===== src/rtl/bp_pkg.sv =====
// Shared constants and types for the path history unit.
// Imported by the checkpoint FIFO and the top level.
package bp_pkg;
  localparam int HIST_W = 12;
  localparam int DEPTH  = 8;
  localparam int PTR_W  = $clog2(DEPTH);

  typedef logic [HIST_W-1:0] hist_t;

  typedef struct packed {
    hist_t hist;
    logic  pred;
  } ckpt_t;
endpackage


===== src/rtl/checkpoint_fifo.sv =====
// Circular checkpoint store for in-flight branches.
// Flush empties the FIFO and wins over a same-cycle push.
module checkpoint_fifo
  import bp_pkg::*;
(
  input  logic             clock,
  input  logic             reset_n,
  input  logic             push,
  input  logic             pop,
  input  logic             flush,
  input  ckpt_t            wdata,
  output ckpt_t            head_data,
  output logic [PTR_W-1:0] tail,
  output logic             full,
  output logic             empty,
  output logic [PTR_W:0]   count
);

  ckpt_t            mem [DEPTH];
  logic [PTR_W-1:0] head;
  logic [PTR_W-1:0] head_nxt;
  logic             wr;

  assign wr        = push && !flush;
  assign head_nxt  = head + PTR_W'(pop);
  assign head_data = mem[head];
  assign full      = (count == (PTR_W+1)'(DEPTH));
  assign empty     = (count == '0);

  always_ff @(posedge clock) begin
    if (wr) mem[tail] <= wdata;
  end

  always_ff @(posedge clock or negedge reset_n) begin
    if (!reset_n) begin
      head  <= '0;
      tail  <= '0;
      count <= '0;
    end else begin
      head <= head_nxt;
      if (flush) begin
        // Restart the queue right after the popped entry.
        tail  <= head_nxt;
        count <= '0;
      end else begin
        tail  <= tail + PTR_W'(wr);
        count <= count + (PTR_W+1)'(wr)
                       - (PTR_W+1)'(pop);
      end
    end
  end

endmodule


===== src/rtl/path_history_unit.sv =====
// Speculative and architectural path history with
// per-branch checkpoints and mispredict recovery.
module path_history_unit
  import bp_pkg::*;
(
  input  logic             clock,
  input  logic             reset_n,
  input  logic             pred_valid,
  input  logic             pred_taken,
  output logic             pred_ready,
  output logic [PTR_W-1:0] pred_tag,
  input  logic             resolve_valid,
  input  logic             resolve_taken,
  output hist_t            PHresult,
  output hist_t            commit_history,
  output logic             mispredict,
  output logic [PTR_W:0]   occupancy,
  output logic             resolve_error
);

  ckpt_t head_data;
  ckpt_t wdata;
  logic  full;
  logic  empty;
  logic  do_push;
  logic  do_res;
  logic  wrong;
  logic  push_eff;

  assign pred_ready = !full;
  assign do_push    = pred_valid && !full;
  assign do_res     = resolve_valid && !empty;
  assign wrong      = do_res
                   && (resolve_taken != head_data.pred);
  // A wrong resolve refetches, so its companion push is dropped.
  assign push_eff   = do_push && !wrong;
  assign wdata      = '{hist: PHresult, pred: pred_taken};

  checkpoint_fifo u_fifo (
    .clock     (clock),
    .reset_n   (reset_n),
    .push      (push_eff),
    .pop       (do_res),
    .flush     (wrong),
    .wdata     (wdata),
    .head_data (head_data),
    .tail      (pred_tag),
    .full      (full),
    .empty     (empty),
    .count     (occupancy)
  );

  always_ff @(posedge clock or negedge reset_n) begin
    if (!reset_n) begin
      PHresult       <= '0;
      commit_history <= '0;
      mispredict     <= 1'b0;
      resolve_error  <= 1'b0;
    end else begin
      mispredict <= wrong;
      if (resolve_valid && empty) resolve_error <= 1'b1;
      if (do_res)
        commit_history <= {commit_history[HIST_W-2:0],
                           resolve_taken};
      if (wrong)
        PHresult <= {head_data.hist[HIST_W-2:0],
                     resolve_taken};
      else if (push_eff)
        PHresult <= {PHresult[HIST_W-2:0], pred_taken};
    end
  end

endmodule


===== config.mk =====
export PLATFORM = sky130hd
export DESIGN_NAME = path_history_unit
export DESIGN_NICKNAME = d
export VERILOG_FILES = /design/src/rtl/bp_pkg.sv /design/src/rtl/checkpoint_fifo.sv /design/src/rtl/path_history_unit.sv
export SDC_FILE = /design/constraint.sdc
export NUM_CORES = 1
export LEC_CHECK = 0
export ABC_AREA = 1
export CAP_MARGIN = 10
export CORE_MARGIN = 4
export CORE_UTILIZATION = 50
export DETAILED_ROUTE_END_ITERATION = 16
export GPL_TIMING_DRIVEN = 1
export PLACE_DENSITY = 0.7
export RECOVER_POWER = 100
export SLEW_MARGIN = 20
export SYNTH_ARGS = -nofsm -noshare
export SYNTH_HDL_FRONTEND = slang
export SYNTH_SLANG_ARGS = --single-unit

===== constraint.sdc =====
create_clock -name clock -period 6.4 [get_ports clock]
set_input_delay 1.92 -clock clock [delete_from_list [all_inputs] [get_ports clock]]
set_output_delay 1.92 -clock clock [all_outputs]
set_load 0.02 [all_outputs]

# Word-level counts from Yosys, hierarchy flattened
# Memory sizes are Yosys's and may differ from the RTL's.
# Index checks and enable logic that the tools add are counted.
# W data, S select, Z words.
[totals]
reg_bits = 36
ramBits = 104
input_bits = 6
memories = 1
[memory_table]
columns = ["name", "depth", "word_bits", "rd", "rd_clocked_by_memory_dff", "wr", "line", "text"]
rows = [
  ["u_fifo.mem", 8, 13, 1, 0, 1, "checkpoint_fifo.sv:19", "ckpt_t mem [DEPTH];"],
]
[classes]
add_sub_neg = 4
eq_ne = 2
mux = 6
reduce_logical = 11
[ops]
columns = ["cell", "count"]
rows = [
  ["$mux W12", 2],
  ["$add A3 B1 Y3", 2],
  ["$logic_and A1 B1 Y1", 6],
  ["$add A4 B1 Y4", 1],
  ["$eq A4 B4 Y1 const B", 1],
  ["$logic_not A4 Y1", 1],
  ["$mux W4", 1],
  ["$sub A4 B1 Y4", 1],
  ["$logic_not A1 Y1", 3],
  ["$mux W3", 1],
  ["$mux W1", 2],
  ["$reduce_bool A2 Y1", 1],
  ["$ne A1 B1 Y1", 1],
]

# Longest topological paths before layout
# Gate-level depths: netlist (run 1).
[depth]
depth_word = 10
mapped_depth = 15
mapped_depth_nobuf = 14

# Hierarchy
# Synthesis (run 1) repeated with hierarchy kept, for this count alone.
[hier_totals]
cells_unflattened = 656
hier_area_um2 = 6364.9
[modules_own_cells]
columns = ["mod", "instances", "cells_per_inst", "area_per_inst_um2", "seq_area_each_um2"]
rows = [
  ["checkpoint_fifo", 1, 524, 5181.2, 3373.2],
  ["path_history_unit", 1, 132, 1183.6, 650.6],
]

# Worst setup path after synthesis (run 1)
# No wires, ideal clock.
[synth_timing]
path_kind = "input to register"
from = "in resolve_valid"
to = "mem u_fifo.mem[6][0] (netlist name) (enable)"
setup_time_ns = 0.396
arrival_time_ns = 3.271
required_time_ns = 6.004
setup_slack_ns = 2.733
cell_stages = 5
n_path_buf = 0
cell_sequence = "nand2_1 > inv_1 > nand3_4 > nand2_2 > nor3_1"
[synth_via]
elab_chain_len = 7
[synth_rtl]
columns = ["element", "line", "text"]
rows = [
  ["from (decl)", "path_history_unit.sv:12", "input logic resolve_valid,"],
  ["$logic_and A1 B1 Y1 *", "path_history_unit.sv:32", "assign do_res = resolve_valid && !empty;"],
  ["$logic_and A1 B1 Y1 *", "path_history_unit.sv:34", "&& (resolve_taken != head_data.pred);"],
  ["$logic_not A1 Y1 *", "checkpoint_fifo.sv:24, path_history_unit.sv:36", ""],
  ["$logic_and A1 B1 Y1", "path_history_unit.sv:36", "assign push_eff = do_push && !wrong;"],
  ["$logic_and A1 B1 Y1 *", "checkpoint_fifo.sv:24", "assign wr = push && !flush;"],
  ["$mux W1 *", "checkpoint_fifo.sv:31", "if (wr) mem[tail] <= wdata;"],
  ["$mux W1 (implied by the code) *", "checkpoint_fifo.sv:31", ""],
  ["to (decl)", "checkpoint_fifo.sv:19", ""],
]
# Mark *: on every way between the ends. The rest lies on a longest branch, timed or not.

# Worst setup path in the final report (run 1)
[layout_timing]
from = "in resolve_valid"
to = "reg u_fifo.count[2]"
[layout_via]
elab_chain_len = 8
[layout_rtl]
columns = ["element", "line", "text"]
rows = [
  ["$logic_and A1 B1 Y1 *", "path_history_unit.sv:32", ""],
  ["$logic_and A1 B1 Y1", "path_history_unit.sv:34", ""],
  ["$logic_not A1 Y1", "checkpoint_fifo.sv:24, path_history_unit.sv:36", ""],
  ["$logic_and A1 B1 Y1", "path_history_unit.sv:36", ""],
  ["$logic_and A1 B1 Y1", "checkpoint_fifo.sv:24", ""],
  ["$add A4 B1 Y4", "checkpoint_fifo.sv:47", "count <= count + (PTR_W+1)'(wr)"],
  ["$sub A4 B1 Y4", "checkpoint_fifo.sv:48", "- (PTR_W+1)'(pop);"],
  ["$mux W4 *", "checkpoint_fifo.sv:41", "if (flush) begin"],
  ["to (signal assigned)", "checkpoint_fifo.sv:47", ""],
  ["to (decl)", "checkpoint_fifo.sv:16", "output logic [PTR_W:0] count"],
]
# Marked as above.
# A chain may end at the register's enable or synchronous reset.

==> impl_results.md, run 1 <==
- Status: complete, but fails checks
- Failing checks: capacitance limit, slew limit
- Hold path start: resolve_error$_DFFE_PN0P_
- GRT Util Overall: 0.213
- Chip height: approximately 110 um
- WHS Endpoint: resolve_error$_DFFE_PN0P_
- Pre-CTS WS: 1740 ps
- Synth unique cells: 26
- Post-route DRC violation count: 0
- Vias in the first global route: between 3000 and 4000
- GRT busiest layer: met2
- Total number of yosys warnings: 0
- CTS Sinks: around 130
- Post-DRT Antenna Nets: 0
- Worst VDD drop: slightly above 400 uV
- Synth Cell Area: 0.00551 sq mm
- Site row count: 38
- Pin count of the biggest net entering global routing: 50
- Fin crit share: 0.767
- Total Nets Final: around 530
- Io pins: 40
- Hold WS: 474 ps
- Endpoint class of the critical path: flop
- Avg Cell Area, Syn: approximately 11 sq um
- Yosys top cell area share: 0.523
- Die area: 0.0128 sq mm
- Layout cells sized above 1: 0.0911
- Cts hold-fix bufs: 0
- Max Cap Violations: 1
- Diodes inserted: 0
- Mapped Nets: ~500
- Worst Hold Class: flop to flop
- Max Buffers Root-to-Sink: 2
- Fin util: 0.613
- Via count: about 3700
- Setup Skew: roughly 9.8 ps
- Area growth syn-to-layout: 20.1%
- Post-synth ARST share: 0.273
- Cells on worst reg2reg path: 14
- TritonCTS clock tree: built
- Root Buffer: clkbuf_8
- GR Layer Usage met1: 0.286
- Die width: about 110 um
- Tightest Pin Transition: approximately 1900 ps
- Crit path launch type: primary input
- Required time worst endpoint: 6820 ps
- Clock-pin slew on the worst setup and hold paths: 60 ps
- Post-synth EDFFs: 96
- P_leak: ~2.7 nW
- Met3 Usage GRT: 0.0588
- Worst setup slack after layout: 1490 ps
- First-pass GRT wire length: 20.1 mm
- Commonest non-fill, non-tap cell in the layout: edfxtp_1
- Critical path type: primary input to flop
- FF-to-FF setup slack: between 2000 and 2500 ps
- Area of the core: between 0.01 and 0.015 sq mm
- Initial antenna violation count: 0
- Sequential area share after synthesis: 0.687
- Hold path cells: 1
- CP Data Arrival Time: roughly 5300 ps
- H-tree levels: 4
- Wire length per cell: roughly 19 um
- #FFs+latches synth: between 100 and 150
- Final Hold Fails: 0
- Slew HR: -0.242
- Reg2reg start: u_fifo.head[1]$_DFF_PN0_
- RSZ-0062 raised after global routing: no
- CP Max Fanout: 32
- Routed WL: 12.9 mm
- Final non-filler cell total: roughly 670
- Initial drt markers: approximately 260
- RePlAce Congestion: 0.890
- # setup viols final: 0
- Clk_lat worst skew: 530 ps
- Largest cells by area after synthesis: edfxtp_1, dfrtp_1, nand2_1
- Initial DRT Pass Iterations: 5
- Pwr dens: ~560 mW/mm^2
- Prevailing post-synth register cell: edfxtp_1
- Vias/cell: 5.58
- Met2 GRT Util: 0.342
- I/O Buffers: 39
- Detailed Place HPWL: ~8.4 mm
- Post-CTS Setup Repair Bufs: 0
- Number of buffers created by CTS: 17
- Reg-to-reg endpoint: u_fifo.count[2]$_DFF_PN0_
- Most frequent cells in the layout: edfxtp_1, nand2_1, o21ai_0, nand3_1, nor2_1
- Period minus WS final: 4910 ps
- Setup TNS Final: 0 ps
- Grt ovf: 0
- Final Max Tran Viols: 37
- Starting density of the core: 0.510
- Cell count after synthesis: approximately 480
- Area leader, netlist: edfxtp_1
- Post_cts resized: 0
- FMAX: 0.204 GHz
- Placed Cells: approximately 640
## state kept, by name, summed over array words and instances (netlist names)
name	flops
mispredict	1
u_fifo.count	4
resolve_error	1
u_fifo.mem	96
commit_history	12
PHresult	12
u_fifo.tail	3
u_fifo.head	3
## stage by stage
step | instance area (sq um) | total power [W]
4_1_cts | 6630 | 0.00374
2_1_floorplan | 5510 | 0.00218
3_5_place_dp | 5990 | 0.00269
5_1_grt | 6620 | 0.00391
3_3_place_gp | 5990 | 0.00266
6_report | 6620 | 0.00370
## report_power, final
| group | leakage (nW) | switching, W | internal (W) |
|---|---|---|---|
| registers | 1.33 | 0.000229 | 0.00119 |
| logic | 1.01 | 0.000829 | 0.000403 |
| clock network | 0.308 | 0.000369 | 0.000678 |
## per-layer routing
| metal | vias up | wire [um] |
|---|---|---|
| li1 | 1758 | - |
| met4 | 0 | 151 |
| met3 | 18 | 993 |
| met5 | - | 0 |
| met1 | 1807 | 5590 |
| met2 | 141 | 6190 |
## kinds of logic after synthesis
logic type,synth area share
simple gates,0.163
flops,0.687
compound gates,0.0718
buf+inv,0.0468
fa+ha+maj,0.0264
xor+xnor,0.00477
## synth_stat cells (2+ instances only)
cell / count
o22ai_1: 22
nand3_2: 3
o21ai_0: 48
dfrtp_1: 36
nand3_1: 45
buf_6: 4
nor3_1: 8
ha_1: 10
inv_1: 30
a21oi_1: 2
nand2_2: 3
clkbuf_1: 12
xor2_1: 2
edfxtp_1: 96
nor2_1: 44
nand2_1: 87
nand4_1: 11
buf_2: 8
## critical path, stage by stage
cell and delay (ps):
dlygate4sd3_1 540, nand2_1 260, inv_1 160, nand3_1 780
nand2_2 630, inv_1 130, ha_1 250, fa_1 390
xor2_1 150, nand2_1 60, inv_1 60
## area by class of cell
type                            count  area, sq um
Fill cell                         850         4180
Sequential cell                   132         3780
Multi-Input combinational cell    290         1490
Clock buffer                       18          418
Timing Repair Buffer               42          403
Clock inverter                     14          225
Tap cell                          140          175
Inverter                           31          116
## how the worst max path moves through the flow
stage	from	end	slack [ps]	depth (start not counted)
CTS	resolve_valid	u_fifo.count[2]$_DFF_PN0_	2290	11
finish	resolve_valid	u_fifo.count[2]$_DFF_PN0_	1490	11
floorplan	resolve_valid	u_fifo.mem[6][0]$_DFFE_PP_	2730	5
detailed placement	resolve_valid	u_fifo.count[2]$_DFF_PN0_	1740	11
global placement	resolve_valid	u_fifo.count[2]$_DFF_PN0_	1800	11
global route	resolve_valid	u_fifo.count[2]$_DFF_PN0_	1190	11
Power figures use the tool's default switching activity.
==> run 2, diff against run 1 <==
Clock period 6.4 ns to 4.6 ns, I/O delays scaled along.
==> run 2 against run 1 <==
Against the previous run:
- the run still ends with capacitance limit, slew limit left
- wire length is essentially flat
- setup slack lost 900 ps
- sequential power grew 34%
- final area shrank 0.57%
- critical endpoint is now u_fifo.mem[1][5]$_DFFE_PP_
- highest routed layer unchanged
==> impl_results.md, run 2 (synthesis results as in run 1) <==
- Psw: 0.00191 W (+34%)
- Grt ovf: 0 (unchanged)
- Starting density of the core: 0.510 (unchanged)
- Largest regs: u_fifo.mem (96), PHresult (12), commit_history (12)
- Power share of the clock group: 0.258 (-0.025)
- Largest register FFs: 96 (unchanged)
- H-tree levels: 4 (unchanged)
- Wire length per cell: 19.1 um (-1.6%)
- Fin crit share: 0.871
- Period minus WS final: about 4000 ps
- Crit path launch type: primary input
- Routed WL: 12.9 mm (about the same)
- Logic pwr share: 0.356 (+0.023)
- Die width: 113 um (unchanged)
- I/O Buffers: 39 (unchanged)
- Clk_lat worst skew: 520 ps (about the same)
- Slew HR: -0.316 (-0.0744)
- Critical path type: primary input to flop
- Max Buffers Root-to-Sink: 2 (unchanged)
- Endpoint class of the critical path: flop
- Worst setup slack after layout: 594 ps (-898 ps)
- Worst VDD drop: 473 uV (+14%)
- Layout cells sized above 1: 0.0855 (-0.00558)
- Sw Ratio: 0.387 (+0.00150)
- Initial DRT Pass Iterations: 7 (+2)
- Initial drt markers: 364 (+38%)
- Post-CTS Setup Repair Bufs: 0 (unchanged)
- Fillers: 878 (+3.3%)
- FF-to-FF setup slack: 870 ps (-1250 ps)
- Hold WS: 477 ps (+2.57 ps)
- Chip height: 113 um (unchanged)
- Cts hold-fix bufs: 0 (unchanged)
- # setup viols final: 0 (unchanged)
- CTS Sinks: 132 (unchanged)
- Pin count of the biggest net entering global routing: 39 (-22%)
- P_leak: 2.64 nW (-0.36%)
- CP Data Arrival Time: 4230 ps (-1090 ps)
- Failing checks: capacitance limit, slew limit
- RSZ-0062 raised after global routing: no
- Area growth syn-to-layout: 19.4%
- Diodes inserted: 0 (unchanged)
- RePlAce Congestion: 0.845 (-5.1%)
- Setup Skew: 5.58 ps (-4.23 ps)
- Area of the core: 0.0108 sq mm (unchanged)
- Setup TNS Final: 0 ps (unchanged)
- Via count: 3860 (+3.7%)
- Worst Hold Class: flop to flop
- Total Nets Final: 542 (+2.1%)
- Max Cap Violations: 1 (unchanged)
- Required time worst endpoint: 4820 ps (-2000 ps)
- Register share of total power: 0.385 (about the same)
- Commonest non-fill, non-tap cell in the layout: edfxtp_1
- Vias/cell: 5.69 (+2.0%)
- First-pass GRT wire length: 21.0 mm (+4.2%)
- Clock-pin slew on the worst setup and hold paths: 60 ps (about the same)
- Number of buffers created by CTS: 17 (unchanged)
- Site row count: 38 (unchanged)
- Root Buffer: clkbuf_8
- Status: complete, but fails checks
- Pwr dens: 748 mW/mm^2 (+34%)
- Post-route DRC violation count: 0 (unchanged)
- FMAX: ~0.25 GHz
- Initial antenna violation count: 0 (unchanged)
- Vias in the first global route: 3966 (+9.5%)
- TritonCTS clock tree: built
- Post-DRT Antenna Nets: 0 (unchanged)
- Die area: 0.0128 sq mm (unchanged)
- Most frequent cells in the layout: edfxtp_1, nand2_1, o21ai_0, nand3_1, nor2_1
- Detailed Place HPWL: 7.83 mm (-6.8%)
- Post_cts resized: 0 (unchanged)
- GRT Util Overall: 0.215 (+0.00164)
- CP Max Fanout: 32 (unchanged)
- Tightest Pin Transition: 1970 ps (+112 ps)
- Biggest register: u_fifo.mem
- Pre-CTS WS: 464 ps (-1280 ps)
- Int Pwr: 0.00302 W (+33%)
- Io pins: 40 (unchanged)
- Final Max Tran Viols: 37 (unchanged)
- Final Hold Fails: 0 (unchanged)
## run 2: critical path: stages
cell and delay, ps:
dlygate4sd3_1 550, nand2_1 350, inv_1 160, nand3_4 310, nand2_1 260, nor3_1 860
buf_4 340
## run 2: final cells by class
class	instances	area, sq um	area share
clock buffers	21	469	0.0713
clock inverters	11	103	0.0156
inverters	31	116	0.0177
multi-input cells	290	1460	0.223
flip-flops and latches	132	3780	0.575
well taps	140	175	0.0266
repair buffers	53	467	0.0710
## run 2: per-stage QoR
stage	area, sq um	std cells	utilization	total power [W]
final	6580	678	0.609	0.00492
after global routing	6580	678	0.609	0.00523
after CTS	6640	678	0.616	0.00503
after detailed placement	6070	646	0.563	0.00374
after global placement	6070	646	0.563	0.00369
after floorplan	5510	479	-	0.00303
## run 2: final timing paths
kind | end | cells after the start | startpoint
worst max-delay path | u_fifo.mem[1][5]$_DFFE_PP_ | 7 | resolve_valid
worst max register to register | u_fifo.mem[1][5]$_DFFE_PP_ | 8 | u_fifo.head[1]$_DFF_PN0_
worst min register to register | resolve_error$_DFFE_PN0P_ | 1 | resolve_error$_DFFE_PN0P_
min in group asynchronous | commit_history[3]$_DFFE_PN0N_ | 1 | reset_n
worst min-delay path | resolve_error$_DFFE_PN0P_ | 1 | resolve_error$_DFFE_PN0P_
max in group asynchronous | PHresult[7]$_DFFE_PN0P_ | 1 | reset_n
## run 2: power by group through the flow
stage / combinational, W / sequential, W / clock, W
after global routing: 0.00194 / 0.00194 / 0.00135
after global placement: 0.00177 / 0.00192 / 0
final: 0.00175 / 0.00190 / 0.00127
after detailed placement: 0.00182 / 0.00192 / 0
after CTS: 0.00184 / 0.00190 / 0.00129
after floorplan: 0.00103 / 0.00200 / 0
## run 2: routing by layer
metal,global-route usage,vias up,part of all wire
met5,0,-,0
met4,0.0737,0,0.024
met3,0.0684,31,0.068
met2,0.345,153,0.49
met1,0.279,1899,0.42
li1,-,1777,-
==> run 3, diff against run 2 <==
Settings changed: CTS_CLUSTER_SIZE from default to 30.
==> results of run 3 <==
The final DEF is identical to that of run 2; final timing and power are the same.
